## config.mk

```make
export PLATFORM = sky130hd
export DESIGN_NAME = demux_lane_deser_flat
export DESIGN_NICKNAME = d
export VERILOG_FILES = /design/src/rtl/demux_lane_deser_if.sv /design/src/rtl/demux_lane_deser.sv /design/src/flat_wrapper.sv
export SDC_FILE = /design/constraint.sdc
export NUM_CORES = 1
export LEC_CHECK = 0
export BUFFER_PORTS_ARGS = -buffer_cell sky130_fd_sc_hd__buf_4
export CORE_AREA = 2 2 103 75
export DETAILED_ROUTE_END_ITERATION = 12
export DIE_AREA = 0 0 105 77
export HOLD_SLACK_MARGIN = 0.1
export PLACE_DENSITY_LB_ADDON = 0.05
export SLEW_MARGIN = 20
export SYNTH_ARGS = -nofsm -noshare
export SYNTH_HDL_FRONTEND = slang
export SYNTH_SLANG_ARGS = --single-unit
export TNS_END_PERCENT = 20
```

## constraint.sdc

```tcl
create_clock -name clk -period 1.8 [get_ports clk]
set_input_delay 0.18 -clock clk [delete_from_list [all_inputs] [get_ports clk]]
set_output_delay 0.18 -clock clk [all_outputs]
set_load 0.1 [all_outputs]
```

## src/rtl/demux_lane_deser_if.sv

```systemverilog
// rtl/demux_lane_deser_if.sv - bit-strobe input and per-lane word handshake bundle for demux_lane_deser
interface demux_lane_deser_if #(
  parameter int WIDTH = 8
);
  // Upstream demux side
  logic             in_vld;
  logic             s;
  logic             y0;
  logic             y1;
  logic             clr;
  // Lane-0 word channel
  logic [WIDTH-1:0] out0;
  logic             out0_vld;
  logic             out0_rdy;
  // Lane-1 word channel
  logic [WIDTH-1:0] out1;
  logic             out1_vld;
  logic             out1_rdy;
  // Sticky drop flags
  logic             ovf0;
  logic             ovf1;

  modport master (
    output in_vld, s, y0, y1, clr, out0_rdy, out1_rdy,
    input  out0, out0_vld, out1, out1_vld, ovf0, ovf1
  );

  modport slave (
    input  in_vld, s, y0, y1, clr, out0_rdy, out1_rdy,
    output out0, out0_vld, out1, out1_vld, ovf0, ovf1
  );
endinterface

```

## src/rtl/demux_lane_deser.sv

```systemverilog
// rtl/demux_lane_deser.sv - two independent serial-to-parallel lanes fed by a 1:2 bit demux
module demux_lane_deser #(
  parameter int WIDTH     = 8,
  parameter bit MSB_FIRST = 1'b1
) (
  input  logic               clk,
  input  logic               rst_n,
  demux_lane_deser_if.slave  bus
);

  localparam int            CW   = (WIDTH > 2) ? $clog2(WIDTH) : 1;
  localparam logic [CW-1:0] LAST = CW'(WIDTH - 1);

  logic [1:0]            bit_w;
  logic [1:0]            rdy_w;
  logic [1:0]            vld_w;
  logic [1:0]            ovf_w;
  logic [1:0][WIDTH-1:0] word_w;

  assign bit_w = {bus.y1, bus.y0};
  assign rdy_w = {bus.out1_rdy, bus.out0_rdy};

  for (genvar g = 0; g < 2; g++) begin : g_lane
    logic [WIDTH-1:0] shreg_q, shreg_d;
    logic [WIDTH-1:0] word_q, word_d;
    logic [WIDTH-1:0] shift_w;
    logic [CW-1:0]    cnt_q, cnt_d;
    logic             vld_q, vld_d;
    logic             ovf_q, ovf_d;
    logic             take_w;
    logic             done_w;
    logic             free_w;

    // A bit belongs to this lane only when the select points here
    assign take_w = bus.in_vld & (bus.s == 1'(g));

    if (MSB_FIRST) begin : g_msb
      assign shift_w = {shreg_q[WIDTH-2:0], bit_w[g]};
    end else begin : g_lsb
      assign shift_w = {bit_w[g], shreg_q[WIDTH-1:1]};
    end

    // Word completes on the bit that wraps the counter; the holding
    // register can take it if empty or being drained this same cycle
    assign done_w = take_w & (cnt_q == LAST);
    assign free_w = ~vld_q | rdy_w[g];

    // Next-state: clear wins, then shifting, then load/drop/drain of the holding register
    always_comb begin
      shreg_d = shreg_q;
      cnt_d   = cnt_q;
      word_d  = word_q;
      vld_d   = vld_q;
      ovf_d   = ovf_q;
      if (bus.clr) begin
        shreg_d = '0;
        cnt_d   = '0;
        word_d  = '0;
        vld_d   = 1'b0;
        ovf_d   = 1'b0;
      end else begin
        if (take_w) begin
          shreg_d = shift_w;
          cnt_d   = done_w ? '0 : cnt_q + 1'b1;
        end
        if (done_w && free_w) begin
          word_d = shift_w;
          vld_d  = 1'b1;
        end else begin
          if (done_w) begin
            ovf_d = 1'b1;
          end
          if (vld_q && rdy_w[g]) begin
            vld_d = 1'b0;
          end
        end
      end
    end

    // Lane state registers, cleared asynchronously by reset
    always_ff @(posedge clk or negedge rst_n) begin
      if (!rst_n) begin
        shreg_q <= '0;
        cnt_q   <= '0;
        word_q  <= '0;
        vld_q   <= 1'b0;
        ovf_q   <= 1'b0;
      end else begin
        shreg_q <= shreg_d;
        cnt_q   <= cnt_d;
        word_q  <= word_d;
        vld_q   <= vld_d;
        ovf_q   <= ovf_d;
      end
    end

    assign word_w[g] = word_q;
    assign vld_w[g]  = vld_q;
    assign ovf_w[g]  = ovf_q;
  end

  assign bus.out0     = word_w[0];
  assign bus.out1     = word_w[1];
  assign bus.out0_vld = vld_w[0];
  assign bus.out1_vld = vld_w[1];
  assign bus.ovf0     = ovf_w[0];
  assign bus.ovf1     = ovf_w[1];

endmodule

```

## src/flat_wrapper.sv

```systemverilog
// flat-port wrapper written by rule: the top's interface ports become plain ports
module demux_lane_deser_flat 
#(
  parameter int WIDTH     = 8,
  parameter bit MSB_FIRST = 1'b1
)
  (clk, rst_n, bus_in_vld, bus_s, bus_y0, bus_y1, bus_clr, bus_out0_rdy, bus_out1_rdy, bus_out0, bus_out0_vld, bus_out1, bus_out1_vld, bus_ovf0, bus_ovf1);
  demux_lane_deser_if #(.WIDTH(WIDTH)) bus_i ();
  input  logic clk;
  input  logic rst_n;
  input wire logic [$bits(bus_i.in_vld)-1:0] bus_in_vld;
  input wire logic [$bits(bus_i.s)-1:0] bus_s;
  input wire logic [$bits(bus_i.y0)-1:0] bus_y0;
  input wire logic [$bits(bus_i.y1)-1:0] bus_y1;
  input wire logic [$bits(bus_i.clr)-1:0] bus_clr;
  input wire logic [$bits(bus_i.out0_rdy)-1:0] bus_out0_rdy;
  input wire logic [$bits(bus_i.out1_rdy)-1:0] bus_out1_rdy;
  output wire logic [$bits(bus_i.out0)-1:0] bus_out0;
  output wire logic [$bits(bus_i.out0_vld)-1:0] bus_out0_vld;
  output wire logic [$bits(bus_i.out1)-1:0] bus_out1;
  output wire logic [$bits(bus_i.out1_vld)-1:0] bus_out1_vld;
  output wire logic [$bits(bus_i.ovf0)-1:0] bus_ovf0;
  output wire logic [$bits(bus_i.ovf1)-1:0] bus_ovf1;
  assign bus_i.in_vld = bus_in_vld;
  assign bus_i.s = bus_s;
  assign bus_i.y0 = bus_y0;
  assign bus_i.y1 = bus_y1;
  assign bus_i.clr = bus_clr;
  assign bus_i.out0_rdy = bus_out0_rdy;
  assign bus_i.out1_rdy = bus_out1_rdy;
  assign bus_out0 = bus_i.out0;
  assign bus_out0_vld = bus_i.out0_vld;
  assign bus_out1 = bus_i.out1;
  assign bus_out1_vld = bus_i.out1_vld;
  assign bus_ovf0 = bus_i.ovf0;
  assign bus_ovf1 = bus_i.ovf1;
  demux_lane_deser #(.WIDTH(WIDTH), .MSB_FIRST(MSB_FIRST)) u_core (.clk(clk), .rst_n(rst_n), .bus(bus_i));
endmodule
```

==> Word-level counts from Yosys, hierarchy flattened <==
Cells that the tools add are included.
{ "word_totals": {"latch_bits": 0, "memories": 0, "regBits": 40, "ram_bits": 0, "wordCells": 65, "mem_bits_ro": 0, "out_inout_bits": 20, "in_bits": 9} }
{ "op_classes": {"bitwise": 9, "n_mul": 0, "addsub": 2, "n_div": 0, "n_reduce_logical": 14, "shifts": 0, "eq_ne": 4, "muxes": 26, "order_cmp": 0} }
{ "ops": {"columns": ["op", "count"], "rows": [
  ["$mux 8", 4],
  ["$mux 7", 4],
  ["$mux 3", 6],
  ["$mux 1", 12],
  ["$reduce_bool 2->1", 6],
  ["$add 3x1->3 const B", 2],
  ["$eq 3x3->1 const B", 2],
  ["$reduce_bool 3->1", 2],
  ["$and 1x1->1", 4],
  ["$logic_and 1x1->1", 4],
  ["$ne 2x2->1 const B", 2],
  ["$reduce_and 2->1", 2],
  ["$not 1->1", 3],
  ["$or 1x1->1", 2]
]} }

==> Logic depth before layout (Yosys ltp) <==
{ "logic_depth": {"ltp_word": 6, "ltp_mapped": 6, "depth_no_buf": 5} }

==> Worst setup path after synthesis <==
OpenSTA, ideal clock, no wires.
{ "synth_timing": {"path_kind": "reg2reg", "from": "register u_core.g_lane[0].vld_q, in the netlist u_core.bus.out0_vld", "to": "register u_core.g_lane[0].word_q[0], in the netlist u_core.bus.out0[0]", "path_stages_with_launch": 5, "period_less_slack_ns": 1.823, "required_time_ns": 1.722, "setup_slack_ns": -0.023, "arrival_ns": 1.745, "path_cell_list": "dfrtp_1 and2b_1 clkbuf_1 o21ai_0 a21oi_1"} }
{ "synth_between": {"elab_chain_cells": 4} }
{ "synth_lines": {"columns": ["element", "line", "text"], "rows": [
  ["start, declared", "demux_lane_deser.sv:28", "logic vld_q, vld_d;"],
  ["start signal, assigned", "demux_lane_deser.sv:92", "vld_q <= vld_d;"],
  ["$not 1->1", "demux_lane_deser.sv:46", "assign free_w = ~vld_q | rdy_w[g];"],
  ["$or 1x1->1", "demux_lane_deser.sv:46", null],
  ["$logic_and 1x1->1", "demux_lane_deser.sv:66", "if (done_w && free_w) begin"],
  ["$reduce_bool 2->1 (no line)", null, null],
  ["end signal, assigned", "demux_lane_deser.sv:91", "word_q <= word_d;"],
  ["end, declared", "demux_lane_deser.sv:25", "logic [WIDTH-1:0] word_q, word_d;"]
]} }
Every way passes these cells.
A chain may end at the register's enable or synchronous reset.

==> Worst setup path after layout <==
{ "layout_timing": {"from": "register u_core.g_lane[0].cnt_q[0]", "to": "register u_core.g_lane[0].word_q[1], in the netlist u_core.bus.out0[1]"} }
{ "layout_between": {"elab_chain_cells": 4} }
{ "layout_lines": {"columns": ["element", "line", "text"], "rows": [
  ["start, declared", "demux_lane_deser.sv:27", "logic [CW-1:0] cnt_q, cnt_d;"],
  ["start signal, assigned", "demux_lane_deser.sv:90", "cnt_q <= cnt_d;"],
  ["$eq 3x3->1", "demux_lane_deser.sv:45", "assign done_w = take_w & (cnt_q == LAST);"],
  ["$and 1x1->1", "demux_lane_deser.sv:45", null],
  ["$logic_and 1x1->1", "demux_lane_deser.sv:66", null],
  ["$reduce_bool 2->1 (no line)", null, null]
]} }
Every way passes these cells.

==> metrics.txt <==
status=complete, no violations; most frequent cells in the layout=dfrtp_1, nand2_1, buf_4; Crit Path Max Fanout=16; Top Ports=29; Post-route DRC=0; # rows=26; Wirelength per Cell=~13 um; Max IR drop VDD=0.2517 mV; Req. time, crit path=2000 ps; CTS max path bufs=2; n_diodes=0; Num CTS Buffers=5; RSZ-0062 raised after global routing=false; max-slew violations=0; vias in the first global route=1382; critical path class=reg2reg; Die X=105 um; vias per inst=4.301; sequential area share after synthesis=55.33%; Final ANT Viol Nets=0; die height=77 um; Clk Latency, worst-skew pair=around 280 ps; largest net degree at the start of global routing=49; fmax=599.0 MHz; Detailed Route Iter0 Violations=44; port bufs=28; worst slew pin tran=524.3 ps; grt total ovfl=0; Clk pin slew, worst setup/hold paths=80 ps; Startpoint Class=flop; WP data arrival=1870 ps; CTS tree=yes; most common cell after layout, fill and taps aside=dfrtp_1; net count of the mapped netlist=193; Max Cap Viol=0; Slew headroom=65.04%; clock skew=~8.5 ps; leading area contributor after synthesis=dfrtp_1; synthesized flop and latch total=40; Primary FF master, synth=dfrtp_1; final WL=3888 um; gpl congestion=0.6891; root buf cell=clkbuf_8; Area Overhead vs Synth=21.78%; GRT Resource Usage Total=10.49%; H-Tree Depth=2; Die Area=about 0.0081 mm2; initial antenna violation count=0; CP Capture Type=flop; Final Cycle Share=92.75%; synthesized cell area=0.001809 mm2; Final Hold Vio Count=0; DP HPWL=~2700 um; TNS Setup=0 ps; core area=a little over 0.007 mm2; Yosys top cell area share=55.33%; register-to-register setup slack=130 ps; count of different cell masters after synthesis=22; synthesized netlist cell count=180; top post-synthesis cells by area=dfrtp_1, a21oi_1, nand2_1, nand2b_1, mux2i_1; Final nets=220; Finished Layout Cells=slightly above 300; Hold Path Class=in2reg; minimum clock period=1669 ps; Async SR Flop Fraction=100.0%; final setup vio count=0; Pwr per Cell Area=712.4 mW/mm2; P_leak=0.0009607 uW; placed cell count=297; Starting Density=25.51%; Yosys warnings=0; Post-synth EDFFs=0; syn_area_per_cell=10.05 um2; clock sink count=40; global-route wire length before repair=6803 um; layout cells sized above 1=approximately a fifth; router iterations before antenna repair=6; vias post-DR=1316
kinds of logic (layout without fill, tap and decap cells):
logic type	count (synthesis)	in the layout	synth area share, %
compound gates	40	40	11.20
simple gates	76	76	23.17
mux	8	8	4.426
buf+inv	12	40	3.112
fa+ha+maj	4	4	2.766
flops	40	40	55.33
timing repair:
item	in CTS	in global routing
resized for setup	0	1
endpoints found under the setup margin	0	5
hold buffers	1	0
setup buffers	0	0
hold endpoints to repair	40	0
area by class of cell:
cell class / instances / area, um2
clock buffers: 7 / 76.32
clock inverters: 1 / 5.005
fillers: 767 / 4888
multi-input cells: 128 / 754.5
flip-flops and latches: 40 / 1002
well taps: 98 / 122.6
repair buffers: 32 / 242.7
Yosys cell counts, types with 2 or more instances:
cell type  number
or3_1           2
a31oi_1         2
clkbuf_1        8
or3b_2          4
buf_2           3
nand2_1        35
or3b_1          4
nand2b_1       17
nor2_1          4
a21oi_1        30
mux2i_1         8
dfrtp_1        40
o21ai_0         5
ha_1            4
nand3b_1        4
o21ai_1         3
nor2b_1         2
sequential cells by signal, indices dropped and copies added, names as in the netlist:
signal / flops
u_core.bus.out0: 8
u_core.bus.ovf1: 1
u_core.bus.out1: 8
u_core.bus.out0_vld: 1
u_core.g_lane.shreg_q: 14
u_core.g_lane.cnt_q: 6
u_core.bus.out1_vld: 1
u_core.bus.ovf0: 1
worst max-delay path, cell delays in order, from the launching register on:
cell and delay, ps:
dfrtp_1 380, ha_1 170, ha_2 240, nand3b_4 180
or3b_2 480, a21oi_1 140
report_power, final:
group / switching, uW / internal, uW / leakage (uW)
Clock: 295 / 272 / 0.0000422
Combinational: 60.3 / 31.7 / 0.000364
Sequential: 5.48 / 905 / 0.000555
final timing paths:
check / start / cells after the start / endpoint
worst max-delay path: u_core.g_lane[0].cnt_q[0] / 5 / u_core.bus.out0[1]
worst min-delay path: bus_y1 / 3 / u_core.g_lane[1].shreg_q[0]
worst max register to register: u_core.g_lane[0].cnt_q[0] / 5 / u_core.bus.out0[1]
worst min register to register: u_core.bus.ovf0 / 2 / u_core.bus.ovf0
max in group asynchronous: rst_n / 2 / u_core.bus.out0_vld
min in group asynchronous: rst_n / 2 / u_core.g_lane[0].cnt_q[1]
per-stage QoR:
| step | util [%] | instance area, um2 | power, uW | worst slack [ps] | hold WS [ps] |
|---|---|---|---|---|---|
| after floorplan | - | 1810 | 972.5 | 103.6 | -115.6 |
| after global placement | 29.75 | 2110 | 1018 | 184.9 | 187.3 |
| after detailed placement | 29.75 | 2110 | 1021 | 95.56 | 201.0 |
| after CTS | 31.03 | 2201 | 1606 | 60.71 | 136.9 |
| after global routing | 31.07 | 2203 | 1652 | 24.93 | 149.8 |
| final | 31.07 | 2203 | 1570 | 130.6 | 146.6 |
per-layer routing:
| layer | vias up | GRT usage [%] | share of wire (%) |
|---|---|---|---|
| met4 | 0 | 2.800 | 0.95 |
| met3 | 5 | 3.486 | 5.6 |
| li1 | 657 | - | - |
| met2 | 26 | 16.23 | 43 |
| met1 | 628 | 14.07 | 50 |
| met5 | - | 0 | 0 |
(Power assumes the default switching activity.)
